[src/rtl/window_sum_calc.sv]
// window_sum_calc
//   Pipelined signed adder tree. It reduces the N_TERMS packed line sums of one
//   detection window to a single window sum. Each tree level is registered, so
//   the latency is log2(N_TERMS) cycles, and the block accepts one window per
//   cycle.
//
//   Ports
//     clk        : system clock, rising edge
//     rst_n      : asynchronous active-low reset
//     in_valid   : windowdata is valid this cycle
//     windowdata : N_TERMS signed DATA_W-bit terms; term i at [DATA_W*i +: DATA_W]
//     out_valid  : windowsum is valid this cycle
//     windowsum  : signed sum, either wrapped or saturated to DATA_W bits
module window_sum_calc #(
  parameter int unsigned N_TERMS  = 8,
  parameter int unsigned DATA_W   = 32,
  parameter int unsigned SATURATE = 0
) (
  input  logic                        clk,
  input  logic                        rst_n,
  input  logic                        in_valid,
  input  logic [N_TERMS*DATA_W-1:0]   windowdata,
  output logic                        out_valid,
  output logic [DATA_W-1:0]           windowsum
);

  localparam int unsigned L  = $clog2(N_TERMS);
  localparam int unsigned LW = DATA_W + L;

  localparam logic signed [DATA_W-1:0] SMAX = {1'b0, {(DATA_W-1){1'b1}}};
  localparam logic signed [DATA_W-1:0] SMIN = {1'b1, {(DATA_W-1){1'b0}}};

  // Tree nodes use heap numbering. Node 1 is the root, the children of node n
  // are 2n and 2n+1, and nodes N_TERMS..2*N_TERMS-1 are the input terms.
  // Every node is presented sign-extended to the full width. Each registered
  // node stores only DATA_W+level bits, because that width always holds its
  // exact value.
  logic signed [LW-1:0] w_node [1:2*N_TERMS-1];

  genvar n;
  for (n = 1; n < 2*N_TERMS; n++) begin : g_node
    if (n >= N_TERMS) begin : g_leaf
      assign w_node[n] = LW'($signed(windowdata[DATA_W*(n-N_TERMS) +: DATA_W]));
    end else begin : g_add
      localparam int unsigned LEV = L + 1 - $clog2(n + 1);
      localparam int unsigned W   = DATA_W + LEV;

      logic signed [W-1:0] r_sum;

      always_ff @(posedge clk or negedge rst_n) begin
        if (!rst_n) begin
          r_sum <= '0;
        end else begin
          r_sum <= W'(w_node[2*n] + w_node[2*n+1]);
        end
      end

      assign w_node[n] = LW'(r_sum);
    end
  end

  // Valid shift register. It travels alongside the data levels.
  logic [L-1:0] r_vld;

  always_ff @(posedge clk or negedge rst_n) begin
    if (!rst_n) begin
      r_vld <= '0;
    end else begin
      r_vld <= L'({r_vld, in_valid});
    end
  end

  assign out_valid = r_vld[L-1];

  logic signed [LW-1:0] w_full;
  assign w_full = w_node[1];

  // Output reduction is combinational on the root register, so it adds no
  // latency.
  always_comb begin
    windowsum = w_full[DATA_W-1:0];
    if (SATURATE != 0) begin
      if (w_full > LW'(SMAX)) begin
        windowsum = SMAX;
      end else if (w_full < LW'(SMIN)) begin
        windowsum = SMIN;
      end
    end
  end

endmodule

[config.mk]
export PLATFORM = sky130hd
export DESIGN_NAME = window_sum_calc
export DESIGN_NICKNAME = d
export VERILOG_FILES = /design/src/rtl/window_sum_calc.sv
export SDC_FILE = /design/constraint.sdc
export NUM_CORES = 1
export LEC_CHECK = 0
export BUFFER_PORTS_ARGS = -buffer_cell sky130_fd_sc_hd__buf_4
export CORE_AREA = 4 4 221 223
export DETAILED_ROUTE_END_ITERATION = 8
export DIE_AREA = 0 0 225 227
export SLEW_MARGIN = 30
export SYNTH_ARGS = -nofsm -noshare
export SYNTH_HDL_FRONTEND = slang
export SYNTH_SLANG_ARGS = --single-unit
[constraint.sdc]
create_clock -name clk -period 4.1 [get_ports clk]
set_input_delay 0.205 -clock clk [delete_from_list [all_inputs] [get_ports clk]]
set_output_delay 0.205 -clock clk [all_outputs]
set_load 0.02 [all_outputs]
==> run metrics, run 1 <==
status=completed; cts repair resizes=0; Crit Path Class=reg -> reg; required time of the critical path=approximately 4500 ps; synthesized area=~0.016 mm^2; Max clock buf depth=3; CP Depth=11; Hold Crit Class=in -> reg; Post-synth EDFFs=0; vias in the first global route=roughly 14000; fmax=~0.30 GHz; Critical Path Slowest Stage Cell=fa_1; Fillers=between 4000 and 5000; post-route ant nets=0; CP Buf/Inv Count=0; leakage=between 9 and 10 nW; post-CTS setup buffer count=0; CP Max Fanout=5; floorplan row count=79; input/output buffers=around 290; GR Util All Layers=0.1644; antenna diode count=0; fin area=between 0.02 and 0.025 mm^2; total clock sinks=between 200 and 250; Min Clock Period, post-route=3377 ps; Worst-Margin Slew=664.3 ps; CTS tree=done; starting DRC count in detailed routing=a little over 600; Fin. Hold Viols=0; Async SR Flop Fraction=1.000; Crit. Startpoint=g_node[4].g_add.r_sum[0]$_DFF_PN0_; R2R cell count=11; crit end category=flop; FF-to-FF End=g_node[2].g_add.r_sum[24]$_DFF_PN0_; commonest non-fill, non-tap cell in the layout=buf_4; top-level port count=about 290; largest net degree at the start of global routing=~110; Max Cap Violations=0; unique cell type count in the Yosys netlist=between 60 and 70; critical path launch point type=flop; leading area contributor after synthesis=dfrtp_1; Final Cycle Share=0.8237; drc violations=0; routability cong.=0.8899; Slew Limit Headroom=0.5533; Final Max Slew Viols=0; CP endpoint=g_node[2].g_add.r_sum[24]$_DFF_PN0_; global-route wire length before repair=approximately 70 mm; Reg-to-Reg Start=g_node[4].g_add.r_sum[0]$_DFF_PN0_; Worst-Skew Late Latency=~530 ps; Setup Viol. Count Final=0; Die Span X=roughly 230 um; synth top area cells=dfrtp_1, ha_1, xnor2_1; CP peak stage delay=around 420 ps; Initial Util=0.3500; post-route setup TNS=0 ps; share of cells above drive strength 1=0.1762; routed wire length=43.37 mm; CP arrival=3790 ps; delay-heaviest family, CP=compound AO/OA/AOI/OAI gates; P&R area growth vs syn=25.64%; syn avg cell area=a little under 10 um^2; Yosys top cell area share=0.3486; placed cell area=around 0.019 mm^2; vias per inst=a little over 5; Yosys reg bits=227; power per standard cell area=a little over 600 mW/mm^2; root buffer cell=clkbuf_16; RSZ-0062 raised after global routing=no; Overall Power=between 10 and 15 mW; # hold bufs at CTS=34; NumNets Final=~2500; Synth Instances=~1700; grt total ovfl=0; CTS clk-pin slew, worst paths=60 ps; critical path cell sequence=ha_1 > fa_1 > a21o_1 > a21oi_1 > o21bai_1 > o41a_1 > a211o_1 > a221oi_2 > o21a_1 > nor4_1 > a311o_1; syn nets=about 2200; deepest level of the CTS H-tree=1; register area share after synthesis=0.3486; worst vdd ir=~0.00030 V; CTS Buf Count=26; Die Ht=about 230 um; Core Area=between 0.04 and 0.05 mm^2; die area=0.05108 mm^2; per-cell routed wire length=16.37 um; TritonRoute pass-1 iters=5; clk_skew=around 8.5 ps; YS warnings=0; via count=13760; Post-DP HPWL=34.30 mm; flop2flop setup slack=between 700 and 800 ps; most frequent cells in the layout=buf_4, dfrtp_1, ha_1; Top FF cell, synth=dfrtp_1; initial antenna violation count=0
[how the worst min path moves through the flow]
stage | start | depth (start not counted) | slack (ps) | end
after floorplan | rst_n | 0 | -90 | g_node[1].g_add.r_sum[0]$_DFF_PN0_
after global placement | rst_n | 1 | 310 | g_node[7].g_add.r_sum[3]$_DFF_PN0_
after detailed placement | rst_n | 1 | 310 | g_node[6].g_add.r_sum[2]$_DFF_PN0_
after CTS | windowdata[162] | 3 | 0.08 | g_node[6].g_add.r_sum[2]$_DFF_PN0_
after global routing | windowdata[7] | 3 | 30 | g_node[4].g_add.r_sum[7]$_DFF_PN0_
final | windowdata[166] | 3 | 20 | g_node[6].g_add.r_sum[6]$_DFF_PN0_
[where the power goes]
part           leakage (nW)  total [mW]  internal [mW]  switching (mW)
clock network         0.456        2.43           1.52           0.907
logic                  6.66        6.53           2.92            3.61
registers              2.64        3.44           3.07           0.368
[routing by layer]
layer / part of all wire / track usage / wire, um
met1: 0.46 / 0.2236 / 20050
met2: 0.46 / 0.2798 / 20100
met3: 0.048 / 0.01896 / 2095
met4: 0.026 / 0.04506 / 1124
met5: 0 / 0 / 0
[cells in the mapped netlist (11+ instances only)]
| library cell | number |
|---|---|
| a211oi_1 | 17 |
| a21boi_0 | 11 |
| a21o_1 | 108 |
| a21oi_1 | 166 |
| a31oi_1 | 20 |
| and3_1 | 24 |
| clkbuf_1 | 26 |
| dfrtp_1 | 227 |
| ha_1 | 217 |
| inv_1 | 55 |
| nand2_1 | 101 |
| nand2b_1 | 23 |
| nand3_1 | 42 |
| nand4_1 | 20 |
| nor2_1 | 85 |
| nor2b_1 | 20 |
| nor3_1 | 28 |
| o211ai_1 | 16 |
| o21a_1 | 31 |
| o21ai_0 | 79 |
| o21bai_1 | 41 |
| xnor2_1 | 123 |
| xor2_1 | 71 |
[logic make-up (layout without fill, tap and decap cells)]
group                      count (synthesis)  in the layout  share of synthesized area
adders and majority gates                224            224                     0.1752
and+or+nand+nor                          385            385                     0.1160
DFF                                      227            227                     0.3486
xor gates and xnor gates                 194            194                     0.1043
muxes                                      2              2                   0.001229
buffers and inverters                     83            432                    0.01927
AOI/OAI and AO/OA                        579            579                     0.2354
[sequential cells by signal (all words and copies together), names as in the netlist]
register            flops
g_node.g_add.r_sum    224
r_vld                   3
[cell type report]
cell class              count  area (um^2)  area share
repair buffers            331         2610      0.1275
flip-flops and latches    227         5680      0.2775
clock inverters             8        118.9    0.005806
multi-input cells        1384        10300      0.5031
clock buffers              38        797.0     0.03893
inverters                  55        206.4     0.01008
well taps                 607        759.5     0.03710
[worst min-delay path, cell delays in order]
cell and delay, ps:
buf_4 80, ha_1 150, xnor2_1 80
[stage by stage]
stage | hold WS (ps) | std cells | utilization | setup slack (ps)
finish | 20.21 | 2650 | 0.4398 | 722.8
global route | 26.38 | 2650 | 0.4398 | 482.2
CTS | 0.07916 | 2649 | 0.4392 | 695.0
detailed placement | 310.7 | 2569 | 0.4122 | 713.1
global placement | 313.7 | 2569 | 0.4122 | 764.2
floorplan | -90.59 | 1694 | - | 1045
(Power assumes the default switching activity.)
==> run 2, diff against run 1 <==
Settings changed: ABC_AREA from default to 1, CORE_AREA 4 4 221 223 to 4 4 257 259, DIE_AREA 0 0 225 227 to 0 0 261 263.
Clock period 4.1 ns to 3.48 ns, I/O delays scaled along.
==> run 2 against run 1 <==
Utilization is 2.2 points lower. Cell count is 85% higher. Sequential power is 15% higher. Largest cell class unchanged. Wire length is 54% higher. Critical path depth is 1 lower. Count of clock-buffer cells in the layout is 4 lower. Worst setup slack better by 790 ps.
==> run metrics, run 2 <==
status=completed; post-route ant nets=0; hold path cells=4; Top reg by flops=g_node.g_add.r_sum; CTS tree=done; syn nets=just over 4000; per-cell routed wire length=13.66 um; GR Util All Layers=0.1937; Core Area=about 0.064 mm^2; Max Cap Violations=0; hold_sp=windowdata[31]; Worst-Skew Late Latency=~570 ps; register area share after synthesis=0.2575; Initial Util=0.3453; part of the power in registers=0.241; Post-synth EDFFs=0; drc violations=0; leading area contributor after synthesis=nand2_1; Setup Viol. Count Final=0; Min Clock Period, post-route=between 1500 and 2000 ps; most frequent cells after synthesis=nand2_1, inv_1, nor2_1; fin area=about 0.027 mm^2; Reg-to-Reg Start=g_node[4].g_add.r_sum[0]$_DFF_PN0_; Yosys reg bits=227; deepest level of the CTS H-tree=1; FF-to-FF End=g_node[2].g_add.r_sum[30]$_DFF_PN0_; Top FF cell, synth=dfrtp_1; CTS Buf Count=27; R2R cell count=10; leakage=between 15 and 20 nW; power per standard cell area=roughly 620 mW/mm^2; routed wire length=66.96 mm; RSZ-0062 raised after global routing=no; synth top area cells=nand2_1, dfrtp_1, inv_1; Register Area=about 0.0057 mm^2; Clock Power Share=0.176; worst vdd ir=~0.00047 V; grt total ovfl=0; Crit Path Class=reg -> reg; largest net degree at the start of global routing=roughly 100; critical path launch point type=flop; initial antenna violation count=6; Post-DP HPWL=about 60 mm; Comb pwr share=0.582; Slew Limit Headroom=0.4498; Synth Instances=about 3700; crit end category=flop; P&R area growth vs syn=20.91%; Final Max Slew Viols=0; input/output buffers=291; routability cong.=just over 0.9; Hold Crit Class=in -> reg; NumNets Final=about 4500; Regs by FF count=g_node.g_add.r_sum x224, r_vld x3; Die Span X=261 um; Fillers=6938; Async SR Flop Fraction=1.000; most frequent cells in the layout=nand2_1, inv_1, buf_4; vias in the first global route=between 20000 and 25000; most frequent cell after synthesis=nand2_1; TritonRoute pass-1 iters=5; syn avg cell area=~6 um^2; cts repair resizes=0; fmax=roughly 0.51 GHz; Fin. Hold Viols=0; total clock sinks=about 230; Max clock buf depth=3; CTS clk-pin slew, worst paths=roughly 60 ps; Internal=between 8 and 9 mW; Die Ht=~260 um; vias per inst=around 4.4; placed cell area=0.02536 mm^2; synthesized area=0.02206 mm^2; YS warnings=0; Worst-Margin Slew=a little over 800 ps; CP arrival=around 2400 ps; Yosys top cell area share=0.2680; post-route setup TNS=0 ps; Largest register FFs=roughly 220; share of cells above drive strength 1=0.1063; multi-input logic area=about 0.013 mm^2; Post-Route Utilization=0.4175; root buffer cell=clkbuf_16; antenna diode count=0; commonest non-fill, non-tap cell in the layout=nand2_1; CP Max Fanout=4; die area=0.06864 mm^2; Hold EP=g_node[4].g_add.r_sum[31]$_DFF_PN0_; flop2flop setup slack=about 1500 ps; Final Cycle Share=0.5654; unique cell type count in the Yosys netlist=18; global-route wire length before repair=107.8 mm; via count=roughly 22000; Overall Power=approximately 16 mW; Switching Fraction=0.4733; clk_skew=30.39 ps; Psw=between 7 and 8 mW; required time of the critical path=between 3000 and 4000 ps; starting DRC count in detailed routing=between 1000 and 1500; floorplan row count=93; top-level port count=292
==> run 2: cell types whose count changed after synthesis, moves of 101 or more <==
cell / delta
a21o_1: -101
xnor2_1: -115
nand2_1: +1474
nand3_1: +116
inv_1: +729
nor2_1: +186
==> run 2: critical path, cell delays in order (launching register included) <==
cell and delay [ps]:
dfrtp_1 360, ha_1 260, fa_1 460, nand2_1 110, nand3_2 90, nand2_1 100
nand2_2 110, nand2_1 110, nand2_1 50, nand2_1 50, nand2_1 110
==> run 2: metal layers <==
layer,global-route usage,share of wire,vias up
met2,0.3174,0.45,449
met1,0.2758,0.48,9423
li1,-,-,11700
met5,0,0,-
met4,0.04069,0.023,0
met3,0.02213,0.045,90
==> run 2: repair_timing <==
| action | CTS | global route |
|---|---|---|
| buffers inserted | 0 | 0 |
| hold buffers | 38 | 0 |
| endpoints found under the hold margin | 121 | 0 |
==> run 2: cells by family after synthesis <==
| group | synth area share |
|---|---|
| buf+inv | 0.1334 |
| simple gates | 0.3962 |
| compound gates | 0.03891 |
| xor+xnor | 0.04447 |
| flops | 0.2575 |
| fa+ha+maj | 0.1294 |
==> run 2: stage by stage <==
step / hold WS (ps) / setup WS, ps / std cells
final: 1.992 / 1512 / 4902
after global routing: 8.440 / 1385 / 4902
after CTS: 2.168 / 1527 / 4902
after detailed placement: 241.0 / 1463 / 4815
after global placement: 243.8 / 1487 / 4815
after floorplan: -121.6 / 1702 / 3667
==> run 2: cell type report <==
cell class | count | area share
repair buffers | 331 | 0.09795
flip-flops and latches | 227 | 0.2130
well taps | 855 | 0.04011
inverters | 784 | 0.1103
clock buffers | 34 | 0.02744
clock inverters | 15 | 0.007459
multi-input cells | 2656 | 0.5037
==> run 2: power groups by stage <==
stage               clock network [mW]  logic [mW]  registers (mW)
finish                            2.90        9.56            3.96
global route                      3.10        10.9            4.04
CTS                               2.98        9.60            3.98
detailed placement                   0        9.51            4.02
global placement                     0        9.47            4.02
floorplan                            0        6.42            4.07
==> run 2: worst max-delay path by stage <==
stage	from	end	slack, ps	depth (start not counted)
final	g_node[4].g_add.r_sum[0]$_DFF_PN0_	g_node[2].g_add.r_sum[30]$_DFF_PN0_	1510	10
after global routing	g_node[4].g_add.r_sum[0]$_DFF_PN0_	g_node[2].g_add.r_sum[20]$_DFF_PN0_	1390	12
after CTS	g_node[4].g_add.r_sum[0]$_DFF_PN0_	g_node[2].g_add.r_sum[28]$_DFF_PN0_	1530	12
after detailed placement	windowdata[64]	g_node[5].g_add.r_sum[12]$_DFF_PN0_	1460	10
after global placement	windowdata[64]	g_node[5].g_add.r_sum[12]$_DFF_PN0_	1490	10
after floorplan	g_node[6].g_add.r_sum[0]$_DFF_PN0_	g_node[3].g_add.r_sum[28]$_DFF_PN0_	1700	12
==> run 3, diff against run 2 <==
Clock period 3.48 ns to 2 ns, I/O delays scaled along.
==> run 3 against run 2 <==
Fmax rose by 3.5%. Clock skew fell by 5.7 ps. Count of clock-buffer cells in the layout fell by 5. Sequential cell count did not move. Combinational power rose by 75%. Global-route usage rose by 0.17 points. Critical path type unchanged. Highest routed layer unchanged. Utilization rose by 0.52 points. Register-to-register slack got worse by 1400 ps. Die area did not move. First-iteration DRC count rose by 6.6%. Cell count rose by 0.63%.
==> run metrics, run 3 (same netlist as run 2, synthesis figures left out) <==
status=completed; die area=around 0.069 mm^2; Critical Path Slowest Stage Cell=dfrtp_1; deepest level of the CTS H-tree=1; fmax=approximately 0.53 GHz; crit-path most repeated cell=nand2_1; total clock sinks=~230; routability cong.=0.9342; commonest non-fill, non-tap cell in the layout=nand2_1; Core Area=roughly 0.064 mm^2; post-route setup TNS=0 ps; Final Cycle Share=0.9508; CP Max Fanout=5; pre-CTS setup slack=5.684 ps; per-cell routed wire length=13.71 um; global-route wire length before repair=about 110 mm; Crit Path Class=reg -> reg; Worst-Margin Slew=~560 ps; power per standard cell area=around 1100 mW/mm^2; largest net degree at the start of global routing=between 60 and 70; Regs by FF count=g_node.g_add.r_sum x224, r_vld x3; input/output buffers=291; final hold slack=about 20 ps; vias in the first global route=approximately 21000; drc violations=0; CP peak stage delay=roughly 440 ps; Die Ht=approximately 260 um; P&R area growth vs syn=22.41%; post-CTS setup buffer count=0; critical path launch point type=flop; Max Cap Violations=0; Die Span X=roughly 260 um; placed cells=4817; Hold Crit Class=in -> reg; CTS clk-pin slew, worst paths=70 ps; Setup Viol. Count Final=0; filler-free cell count of the finished design=slightly below 5000; CTS tree=done; Max clock buf depth=3; initial antenna violation count=2; Overall Power=between 20 and 30 mW; CP Buf/Inv Count=0; delay-heaviest family, CP=simple AND/OR/NAND/NOR gates; setup ws final=98.45 ps; Largest register FFs=around 220; top-level port count=between 200 and 300; NumNets Final=approximately 4500; Min Clock Period, post-route=roughly 1900 ps; floorplan row count=93; CP arrival=about 2300 ps; critical path cell sequence=ha_1 > nand2_1 > nor2_1 > nand2_1 > nor2_1 > nand2_1 > nand4_1 > nand2_1; most frequent cells in the layout=nand2_1, inv_1, buf_4; via count=about 22000; starting DRC count in detailed routing=1303; Initial Util=0.3453; RSZ-0062 raised after global routing=no; flop2flop setup slack=roughly 98 ps; Post-DP HPWL=around 59 mm; Fillers=~6900; worst vdd ir=0.0005754 V; crit end category=flop; share of cells above drive strength 1=0.1072; GR Util All Layers=0.1954; clk_skew=24.66 ps; Fin. Hold Viols=0; TritonRoute pass-1 iters=6; CTS Buf Count=24; leakage=between 15 and 20 nW; Final Max Slew Viols=0; grt total ovfl=0; Top reg by flops=g_node.g_add.r_sum; Slew Limit Headroom=0.6287; vias per inst=about 4.4; required time of the critical path=~2400 ps; routed wire length=~68 mm; root buffer cell=clkbuf_16; post-route ant nets=0; antenna diode count=0; Worst-Skew Late Latency=between 500 and 600 ps
run 3: cell type report:
class	instances	area, um^2	area share
clock buffer	29	649.4	0.02405
clock inverter	15	214.0	0.007924
inverter	784	2943	0.1090
multi-input combinational	2656	13460	0.4987
sequential	227	5680	0.2104
tap	855	1070	0.03962
timing repair buffer	367	2980	0.1104
run 3: stage by stage:
stage / util / cell area [um^2]
after global placement: 0.3974 / 25390
after global routing: 0.4227 / 27000
after CTS: 0.4222 / 26970
after floorplan: - / 22060
after detailed placement: 0.3974 / 25390
final: 0.4227 / 27000
run 3: where the power goes:
group          leakage, nW  internal [mW]  switching [mW]
Clock                0.417           2.87            1.95
Sequential            2.68           6.20           0.705
Combinational         13.8           5.90            10.8
Total                 16.9           15.0            13.5
run 3: timing repair:
item,CTS,global route
resized for setup,0,8
hold buffers,72,0
hold endpoints to repair,269,0
endpoints found under the setup margin,0,10
run 3: final timing paths:
check,start,end,depth (start not counted)
worst max-delay path,g_node[2].g_add.r_sum[21]$_DFF_PN0_,g_node[1].g_add.r_sum[25]$_DFF_PN0_,8
worst min-delay path,windowdata[100],g_node[5].g_add.r_sum[4]$_DFF_PN0_,3
worst max register to register,g_node[2].g_add.r_sum[21]$_DFF_PN0_,g_node[1].g_add.r_sum[25]$_DFF_PN0_,8
worst min register to register,r_vld[1]$_DFF_PN0_,r_vld[2]$_DFF_PN0_,0
max in group asynchronous,rst_n,g_node[6].g_add.r_sum[28]$_DFF_PN0_,3
min in group asynchronous,rst_n,r_vld[2]$_DFF_PN0_,2
run 3: worst register-to-register path: stages, from the launching register on:
cell and delay, ps:
dfrtp_1 440, ha_1 440, nand2_1 130, nor2_1 250
nand2_1 110, nor2_1 130, nand2_1 80, nand4_1 80
nand2_1 100
run 3: per-layer routing:
layer	global-route usage	vias to the layer above	part of all wire
li1	-	11750	-
met1	0.2776	9574	0.48
met2	0.3264	436	0.46
met3	0.02107	55	0.045
met4	0.03189	0	0.014
met5	0	-	0
